$ cat src/rtl/result_collector.sv
// rtl/result_collector.sv - Round-robin engine result collector and frame-buffer writer
module result_collector #(
    parameter int NUM_ENGINES = 8,
    parameter int H_RES       = 640,
    parameter int V_RES       = 480,
    parameter int FB_AW       = 19
) (
    input  logic                   Engine_CLK,
    input  logic                   eRST_n,
    input  logic [NUM_ENGINES-1:0] service_req,
    output logic [NUM_ENGINES-1:0] req_ack,
    input  logic [26:0]            result_bus,
    output logic                   fb_we,
    output logic [FB_AW-1:0]       fb_addr,
    output logic [7:0]             fb_data,
    input  logic                   fb_ready,
    output logic [FB_AW-1:0]       pixel_count,
    output logic                   frame_done,
    output logic                   range_err
);

    localparam int IW           = (NUM_ENGINES > 1) ? $clog2(NUM_ENGINES) : 1;
    localparam int FRAME_PIXELS = H_RES * V_RES;

    typedef enum logic [2:0] {
        S_IDLE,
        S_ACK,
        S_CHECK,
        S_WRITE,
        S_RELEASE
    } state_t;

    state_t                 state;
    logic [IW-1:0]          last;
    logic [9:0]             x_r;
    logic [8:0]             y_r;
    logic [7:0]             it_r;

    logic                   found;
    logic [IW-1:0]          winner;
    logic [IW-1:0]          idx;
    logic [NUM_ENGINES-1:0] winner_onehot;
    logic                   in_range;
    logic                   last_frame_pixel;

    // Round-robin search starting just after the previously granted engine
    always_comb begin
        found         = 1'b0;
        winner        = '0;
        idx           = '0;
        winner_onehot = '0;
        for (int i = 1; i <= NUM_ENGINES; i++) begin
            idx = IW'((int'(last) + i) % NUM_ENGINES);
            if (!found && service_req[idx]) begin
                found  = 1'b1;
                winner = idx;
            end
        end
        winner_onehot[winner] = 1'b1;
    end

    // Coordinate bounds check and end-of-frame detection
    always_comb begin
        in_range         = (int'(x_r) < H_RES) && (int'(y_r) < V_RES);
        last_frame_pixel = (32'(pixel_count) == 32'(FRAME_PIXELS - 1));
    end

    // Grant / capture / write / release sequencer with registered outputs
    always_ff @(posedge Engine_CLK or negedge eRST_n) begin
        if (!eRST_n) begin
            state       <= S_IDLE;
            last        <= IW'(NUM_ENGINES - 1);
            req_ack     <= '0;
            x_r         <= '0;
            y_r         <= '0;
            it_r        <= '0;
            fb_we       <= 1'b0;
            fb_addr     <= '0;
            fb_data     <= '0;
            pixel_count <= '0;
            frame_done  <= 1'b0;
            range_err   <= 1'b0;
        end else begin
            frame_done <= 1'b0;
            case (state)
                S_IDLE: begin
                    if (found) begin
                        req_ack <= winner_onehot;
                        last    <= winner;
                        state   <= S_ACK;
                    end
                end
                S_ACK: begin
                    x_r     <= result_bus[26:17];
                    y_r     <= result_bus[16:8];
                    it_r    <= result_bus[7:0];
                    req_ack <= '0;
                    state   <= S_CHECK;
                end
                S_CHECK: begin
                    if (in_range) begin
                        fb_addr <= FB_AW'(32'(y_r) * 32'(H_RES) + 32'(x_r));
                        fb_data <= it_r;
                        fb_we   <= 1'b1;
                        state   <= S_WRITE;
                    end else begin
                        range_err <= 1'b1;
                        state     <= S_RELEASE;
                    end
                end
                S_WRITE: begin
                    if (fb_ready) begin
                        fb_we <= 1'b0;
                        if (last_frame_pixel) begin
                            pixel_count <= '0;
                            frame_done  <= 1'b1;
                        end else begin
                            pixel_count <= pixel_count + FB_AW'(1);
                        end
                        state <= S_RELEASE;
                    end
                end
                S_RELEASE: begin
                    if (!service_req[last]) begin
                        state <= S_IDLE;
                    end
                end
                default: state <= S_IDLE;
            endcase
        end
    end

endmodule

$ cat config.mk
export PLATFORM = sky130hd
export DESIGN_NAME = result_collector
export DESIGN_NICKNAME = d
export VERILOG_FILES = /design/src/rtl/result_collector.sv
export SDC_FILE = /design/constraint.sdc
export NUM_CORES = 1
export LEC_CHECK = 0
export CELL_PAD_IN_SITES_DETAIL_PLACEMENT = 0
export CELL_PAD_IN_SITES_GLOBAL_PLACEMENT = 1
export CORE_ASPECT_RATIO = 0.7
export CORE_MARGIN = 8
export CORE_UTILIZATION = 30
export DETAILED_ROUTE_END_ITERATION = 8
export HOLD_SLACK_MARGIN = 0.03
export PLACE_DENSITY_LB_ADDON = 0.1
export SETUP_SLACK_MARGIN = 0.3
export SLEW_MARGIN = 20
export SYNTH_ARGS = -nofsm -noshare
export SYNTH_HDL_FRONTEND = slang
export SYNTH_SLANG_ARGS = --single-unit
$ cat constraint.sdc
create_clock -name Engine_CLK -period 9.5 [get_ports Engine_CLK]
set_input_delay 1.9 -clock Engine_CLK [delete_from_list [all_inputs] [get_ports Engine_CLK]]
set_output_delay 1.9 -clock Engine_CLK [all_outputs]
set_load 0.03 [all_outputs]
==> out/summary.txt, run 1 <==
Post-CTS Resized: 0
Die Y: 128.0 um
Most frequent cells in the layout: clkdlybuf4s50_1, dfrtp_1, mux2_2, nand2_1, o21ai_0
Pwr dens: 401.9 nW/um^2
Starting Density: 30.20%
RSZ-0062 raised after global routing: no
Yosys warns: 0
Clock sink count: 90
H-tree Lvls: 3
Die ar.: 22530 um^2
Iter 0 DRT Violations: 294
Ys flop type: dfrtp_1
Cts bufs inserted: 9
Synth Register Bits: 90
Hold Buf Count CTS: 0
Setup TNS: 0 ns
Post-synth EDFFs: 0
Max_cap viols: 0
Layout cells sized above 1: 15.17%
Final hold violation count: 0
CTS root buffer: clkbuf_16
Initial antenna violation count: 0
CP arrival: 4.65 ns
Cells after synthesis: 485
Slowest-stage cell, CP: mux4_1
CP Max Fanout: 9
Internal Pwr Total: 0.001509 W
Max Fclk: 0.2242 GHz
Netlist cell types: 71
Area delta synth->final: 27.62%
Total track usage: 12.49%
Sw Pwr: 0.001249 W
Gp weighted congestion: 0.7892
Peak VDD IR: 0.0002035 V
CORE AREA: 17800 um^2
Post CTS Setup Buffer Count: 0
TritonCTS clock tree: built
Synthesized area per cell: 11.09 um^2
Hold Path Class: reg2reg
Critical path type: in2reg
Vias per std cell: 5.033
CP required: 9.69 ns
Critical path cell sequence: clkdlybuf4s50_1, mux4_1, mux2_2, a21boi_0, o22ai_1, a22o_1, a221oi_1, o32ai_1
Leading cell type in the layout, fill and taps excluded: clkdlybuf4s50_1
Sequential share of power: 25.2%
Outcome: complete, no violations
Final Max Slew Viols: 0
Detailed Place HPWL: 10340 um
Nets@finish: 635
Crit end category: register
Clock power frac: 13.7%
Mapped cell area: 5376 um^2
WP buf/inv: 1
Crit start category: primary input
# diodes: 0
Post-synthesis sequential area ratio: 41.96%
CTS clock-pin slew for the worst setup and hold paths: 0.06 ns
Vias in the first global route: 4119
Post-route ant nets: 0
Switching Share: 45.27%
Final setup violation count: 0
Max clock buf depth: 2
Combinational cell fraction of total power: 61.1%
Max-slew headroom: 34.01%
Vias: 4107
Slowest cell delay on critical path: 0.60 ns
Die width: 176.0 um
Total Power: 0.002758 W
Rows: 41
Avg WL per Cell: 17.00 um
Asr flop ratio synth: 100.0%
Syn_nets: 545
Top delay family on crit path: compound AO/OA/AOI/OAI gates
IO Count: 95
First-pass GRT wire length: 22710 um
Skew-Pair Late Insertion Delay: 0.34 ns
I/O Buffers: 94
Grt ovf: 0
Final Cycle Share: 46.96%
# DRC: 0
Fin crit period: 4.461 ns
Largest net degree at the start of global routing: 72
Drt total wl: 13880 um
Slew @ Worst Pin: 0.9822 ns
Initial DRT Pass Iterations: 7
Leak: 2.791 nW
Clock Skew: 0.01015 ns
[area by class of cell]
class	count	area, um^2
multi-input combinational	352	2937
timing repair buffer	97	960.9
inverter	25	93.84
clock inverter	7	93.84
clock buffer	9	225.2
sequential	90	2256
tap	236	295.3
fill	1734	10940
[per-layer routing]
| layer | vias to the layer above | track usage [%] | routed length [um] |
|---|---|---|---|
| li1 | 1984 | - | - |
| met1 | 2019 | 18.07 | 7122 |
| met2 | 98 | 18.00 | 5850 |
| met3 | 6 | 3.679 | 796 |
| met4 | 0 | 2.634 | 106 |
| met5 | - | 0 | 0 |
[worst register-to-register path, stage by stage (launching register included)]
cell	delay [ns]
dfstp_2	0.72
inv_1	0.41
ha_1	0.84
mux2i_1	0.26
mux4_1	0.65
nand3_1	0.12
o21ai_0	0.08
a22o_1	0.30
a221oi_1	0.55
o32ai_1	0.18
[worst paths after layout]
kind / startpoint / endpoint / slack (ns) / depth (start not counted)
setup / recovery: service_req[5] / req_ack[7] / 5.04 / 8
hold / removal: range_err / range_err / 0.47 / 1
setup reg to reg: last[0] / req_ack[7] / 5.25 / 9
hold reg to reg: range_err / range_err / 0.47 / 1
max in group asynchronous: eRST_n / state[0] / 6.87 / 2
min in group asynchronous: eRST_n / fb_addr[17] / 1.43 / 1
[sequential cells by signal, indices dropped and copies added, names as in the netlist]
signal,cells
fb_addr,19
fb_data,8
fb_we,1
frame_done,1
it_r,8
last,3
pixel_count,19
range_err,1
req_ack,8
state,3
x_r,10
y_r,9
[power by group through the flow]
stage / registers, W / clock network [W] / logic, W
after floorplan: 0.000771 / 0 / 0.00116
after global placement: 0.000700 / 0 / 0.00168
after detailed placement: 0.000704 / 0 / 0.00169
after CTS: 0.000697 / 0.000393 / 0.00170
after global routing: 0.000722 / 0.000408 / 0.00186
final: 0.000694 / 0.000378 / 0.00169
[cell usage after synthesis, types with 3 or more instances]
| library cell | count | area share, % |
|---|---|---|
| xnor2_1 | 12 | 2.0 |
| nand4_1 | 5 | 0.58 |
| a21oi_1 | 6 | 0.56 |
| nor3b_1 | 4 | 0.56 |
| o31ai_1 | 3 | 0.42 |
| clkbuf_1 | 10 | 0.70 |
| nor2_1 | 33 | 2.3 |
| nand2_1 | 40 | 2.8 |
| dfstp_2 | 3 | 1.5 |
| inv_1 | 25 | 1.7 |
| ha_1 | 20 | 4.7 |
| mux4_2 | 6 | 2.5 |
| xor2_1 | 11 | 1.8 |
| nand3_1 | 16 | 1.5 |
| o21a_1 | 5 | 0.70 |
| nor2b_1 | 4 | 0.47 |
| buf_4 | 3 | 0.42 |
| nand2b_1 | 3 | 0.35 |
| a21boi_0 | 3 | 0.42 |
| o21ai_0 | 35 | 3.3 |
| nor3_1 | 7 | 0.65 |
| mux2i_1 | 17 | 3.2 |
| dfrtp_1 | 87 | 40 |
| a21o_1 | 4 | 0.56 |
| o32ai_1 | 8 | 1.3 |
| mux4_1 | 8 | 3.9 |
| mux2_2 | 45 | 9.4 |
[through the flow]
stage / cell area (um^2) / util, % / instances / setup slack (ns) / hold slack, ns
detailed placement: 6543 / 36.75 / 800 / 4.748 / 0.4579
floorplan: 5376 / - / 485 / 5.628 / 0.4767
CTS: 6862 / 38.55 / 816 / 5.106 / 0.4780
global placement: 6543 / 36.75 / 800 / 4.810 / 0.4566
finish: 6862 / 38.55 / 816 / 5.039 / 0.4694
global route: 6862 / 38.55 / 816 / 4.890 / 0.4919
[cells by family (layout without fill, tap and decap cells)]
| logic type | after synthesis | count (layout) | synth area share (%) |
|---|---|---|---|
| AND/OR/NAND/NOR | 131 | 131 | 12.26 |
| AO/OA/AOI/OAI | 95 | 95 | 12.36 |
| flip-flops | 90 | 90 | 41.96 |
| multiplexers | 78 | 78 | 19.85 |
| buffers and inverters | 43 | 138 | 3.514 |
| XOR/XNOR | 26 | 26 | 4.654 |
| adder cells (fa/ha/maj) | 22 | 22 | 5.399 |
No activity file was read; power rests on OpenSTA's default activity.
==> run 2: changes to the inputs <==
- clock period: 9.5 -> 3.9 ns (I/O delays scaled with it)
==> out/summary.txt, run 2 (synthesized netlist as in run 1, its figures left out) <==
Outcome: complete, no violations
WP buf/inv: 2
HP Start: range_err
TritonCTS clock tree: built
I/O Buffers: 94
Area delta synth->final: 28.88%
Top Registers: fb_addr x19, pixel_count x19, x_r x10
# DRC: 0
CORE AREA: 17800 um^2
Layout cells sized above 1: 17.29%
Max clock buf depth: 2
Vias per std cell: 5.059
Cts bufs inserted: 9
Grt ovf: 0
Area of the multi-input gates: 2948 um^2
Drt total wl: 14380 um
CP Max Fanout: 10
DR WL met2: 5851 um
Vias in the first global route: 4218
Die Y: 128.0 um
Leak: 2.822 nW
Final hold violation count: 0
Max_cap viols: 0
Die ar.: 22530 um^2
Nets@finish: 645
Leading cell type in the layout, fill and taps excluded: clkdlybuf4s50_1
DRT met1 WL: 7550 um
Slowest cell delay on critical path: 0.56 ns
Top delay family on crit path: multiplexers
Peak VDD IR: 0.0004597 V
CP required: 4.14 ns
Iter 0 DRT Violations: 303
Final setup violation count: 0
Total track usage: 13.01%
Max Fclk: 0.2951 GHz
# diodes: 0
Skew-Pair Late Insertion Delay: 0.34 ns
Clock Skew: 0.01065 ns
CP startpoint: last[0]
Final Max Slew Viols: 0
Pwr dens: 988.9 nW/um^2
H-tree Lvls: 3
Storage element area: 2256 um^2
Initial antenna violation count: 0
Initial DRT Pass Iterations: 5
Top Metal Used: met4
Setup TNS: 0 ns
Vias: 4179
Critical path type: reg2reg
Hold-critical path depth: 1
Crit end category: register
Met3 wire length: 873 um
Cell count along the critical path: 9
IO Count: 95
Hold Path Class: reg2reg
CP arrival: 3.63 ns
Max-slew headroom: 55.28%
Most frequent cells in the layout: clkdlybuf4s50_1, dfrtp_1, mux2_2, nand2_1, o21ai_0
Critical path cell sequence: inv_1, ha_1, buf_4, mux2i_2, mux4_2, nor2_1, o311a_1, or4_4, o32ai_1
Final Instance Count excl. Fillers: 826
Slowest-stage cell, CP: dfstp_2
Post-route ant nets: 0
Largest net degree at the start of global routing: 48
Clock sink count: 90
Detailed Place HPWL: 10720 um
Gp weighted congestion: 0.8729
R2R depth: 9
First-pass GRT wire length: 23530 um
Starting Density: 30.20%
Slew @ Worst Pin: 0.6708 ns
Final Cycle Share: 86.88%
Fillers: 1727
Crit start category: register
Die width: 176.0 um
CTS root buffer: clkbuf_16
Reg2reg start: last[0]
Fin crit period: 3.388 ns
Hold Buf Count CTS: 0
Rows: 41
Avg WL per Cell: 17.41 um
RSZ-0062 raised after global routing: no
CTS clock-pin slew for the worst setup and hold paths: 0.07 ns
Post-Place Cells: 810
## run 2: timing repair
action | in CTS | in global routing
gates resized for setup | 0 | 6
setup buffers | 0 | 0
setup endpoints to repair | 0 | 8
hold endpoints to repair | 0 | 0
## run 2: final timing paths
kind | end | slack (ns)
max | req_ack[6] | 0.51
min | range_err | 0.46
max reg2reg | req_ack[6] | 0.51
min reg2reg | range_err | 0.46
max in group asynchronous | pixel_count[3] | 2.62
min in group asynchronous | y_r[8] | 0.48
## run 2: area by class of cell
type	instances	area share (%)
Clock inverter	6	1.029
Tap cell	236	4.261
Sequential cell	90	32.56
Timing Repair Buffer	107	14.95
Clock buffer	10	3.304
Inverter	25	1.354
Multi-Input combinational cell	352	42.54
## run 2: power breakdown
group	internal (W)	switching (W)
Clock	0.000505	0.000385
Combinational	0.00194	0.00239
Sequential	0.00132	0.000314
Total	0.00376	0.00309
## run 2: through the flow
stage / setup slack (ns) / hold slack (ns) / power (W) / utilization (%) / cell area (um^2)
after CTS: 0.4438 / 0.4676 / 0.006905 / 38.86 / 6918
after detailed placement: 0.3427 / 0.4533 / 0.005948 / 37.18 / 6618
after global routing: 0.3216 / 0.4874 / 0.007444 / 38.93 / 6929
after floorplan: 0.3809 / 0.4767 / 0.004692 / - / 5376
after global placement: 0.3699 / 0.4538 / 0.005944 / 37.18 / 6618
final: 0.5117 / 0.4634 / 0.006852 / 38.93 / 6929
## run 2: worst reg2reg max path, stage by stage, from the launching register on
cell and delay [ns]:
dfstp_2 0.56, inv_1 0.06, ha_1 0.42, buf_4 0.26
mux2i_2 0.35, mux4_2 0.40, nor2_1 0.08, o311a_1 0.38
or4_4 0.53, o32ai_1 0.25
## run 2: metal layers
metal,up-vias,global-route usage [%]
met5,-,0
met4,0,2.734
met3,8,3.325
met2,111,17.82
met1,2071,19.89
li1,1989,-
==> run 3: changes to the inputs <==
- CTS_BUF_LIST: default -> sky130_fd_sc_hd__clkbuf_8
- clock period: 3.9 -> 4.33 ns (I/O delays scaled with it)
==> out/summary.txt, run 3 (synthesized netlist as in run 1, its figures left out) <==
R2R depth: 11
R2R setup slack: 0.68 ns
CTS clock-pin slew for the worst setup and hold paths: 0.10 ns
Die ar.: 22530 um^2
Initial DRT Pass Iterations: 4
IO Count: 95
Gr busiest metal: met1
CP startpoint: y_r[3]
Worst setup path endpoint: fb_addr[18]
First-pass GRT wire length: 22920 um
CORE AREA: 17800 um^2
Hold-critical path depth: 1
Top Registers: fb_addr x19, pixel_count x19, x_r x10
Drt total wl: 14220 um
# diodes: 0
Vias in the first global route: 4180
H-tree Lvls: 3
Max Fclk: 0.2740 GHz
Max-slew headroom: 41.19%
Fin util: 38.25%
Outcome: complete, no violations
Cts bufs inserted: 9
Slowest cell delay on critical path: 0.76 ns
Avg WL per Cell: 17.28 um
Starting Density: 30.20%
CTS root buffer: clkbuf_8
Final hold slack: 0.4843 ns
Max clock buf depth: 2
Final WS setup: 0.6798 ns
Worst r2r dst: fb_addr[18]
Layout cells sized above 1: 16.18%
Final setup violation count: 0
Vias: 4127
Grt met1 use: 18.67%
Gp weighted congestion: 0.7699
Final Max Slew Viols: 0
Post-DP Area: 6595 um^2
Vias per std cell: 5.015
TritonCTS clock tree: built
Final hold violation count: 0
Slowest-stage cell, CP: a2111oi_0
CP arrival: 3.95 ns
Crit start category: register
Die width: 176.0 um
Final Cycle Share: 84.30%
Largest net degree at the start of global routing: 69
CP Max Fanout: 4
Grt ovf: 0
Crit end category: register
Rows: 41
Skew-Pair Late Insertion Delay: 0.37 ns
Initial antenna violation count: 0
# DRC: 0
Die Y: 128.0 um
Hold Path Class: reg2reg
Grt met2 use: 18.04%
RSZ-0062 raised after global routing: no
Max_cap viols: 0
Area delta synth->final: 26.65%
Setup TNS: 0 ns
Post-CTS Resized: 0
Peak VDD IR: 0.0003712 V
Clock Skew: 0.01354 ns
Pre-CTS WS: 0.6349 ns
Clock sink count: 90
Leading cell type in the layout, fill and taps excluded: clkdlybuf4s50_1
Pwr dens: 872.5 nW/um^2
Critical path type: reg2reg
Detailed Place HPWL: 10670 um
Critical path cell sequence: ha_1, ha_1, inv_1, fa_1, nor2b_1, o21ai_0, a21boi_0, o21ai_0, a2111oi_0, or4b_1, a31oi_1
Post CTS Setup Buffer Count: 0
Post-route ant nets: 0
Most frequent cells in the layout: clkdlybuf4s50_1, dfrtp_1, mux2_2, nand2_1, o21ai_0
Met3 Usage GRT: 3.855%
CP required: 4.63 ns
I/O Buffers: 94
Finished Cell Area: 6809 um^2
Total track usage: 12.76%
Iter 0 DRT Violations: 319
Fin crit period: 3.650 ns
Hold Buf Count CTS: 0
Nets@finish: 642
Leak: 2.783 nW
Reg2reg start: y_r[3]
Slew @ Worst Pin: 0.8822 ns
[run 3: stage by stage]
step                cells  power, W
floorplan             485  0.004226
global placement      807  0.005305
detailed placement    807  0.005332
CTS                   823  0.005998
global route          823  0.006432
finish                823  0.005941
[run 3: layout make-up]
cell class	instances	area, um^2
Fill cell	1719	10990
Multi-Input combinational cell	352	2937
Sequential cell	90	2256
Timing Repair Buffer	104	1013
Tap cell	236	295.3
Clock buffer	9	123.9
Inverter	25	93.84
Clock inverter	7	90.09
[run 3: power by group]
group	switching, W	leakage [nW]	internal, W
sequential	0.000278	1.11	0.00118
combinational	0.00214	1.56	0.00171
clock	0.000346	0.110	0.000283
[run 3: worst min path at each step]
stage	slack, ns	end	from
2_1_floorplan	0.48	fb_addr[6]	x_r[6]
3_3_place_gp	0.45	range_err	range_err
3_5_place_dp	0.47	range_err	range_err
4_1_cts	0.49	range_err	range_err
5_1_grt	0.51	fb_addr[8]	fb_addr[8]
6_report	0.48	range_err	range_err
[run 3: critical path: cells and delay by family (launching register included)]
family                   cells  cell delay (ns)
AO/OA/AOI/OAI                5             1.62
adder cells (fa/ha/maj)      3             0.85
AND/OR/NAND/NOR              2             0.64
flip-flops                   1             0.43
buffers and inverters        1             0.06
[run 3: metal layers]
layer / share of wire [%] / wire length, um / vias to the layer above
met5: 0 / 0 / -
met4: 0.85 / 121 / 0
met3: 6.7 / 948 / 10
met2: 41 / 5859 / 113
met1: 51 / 7292 / 2017
li1: - / - / 1987
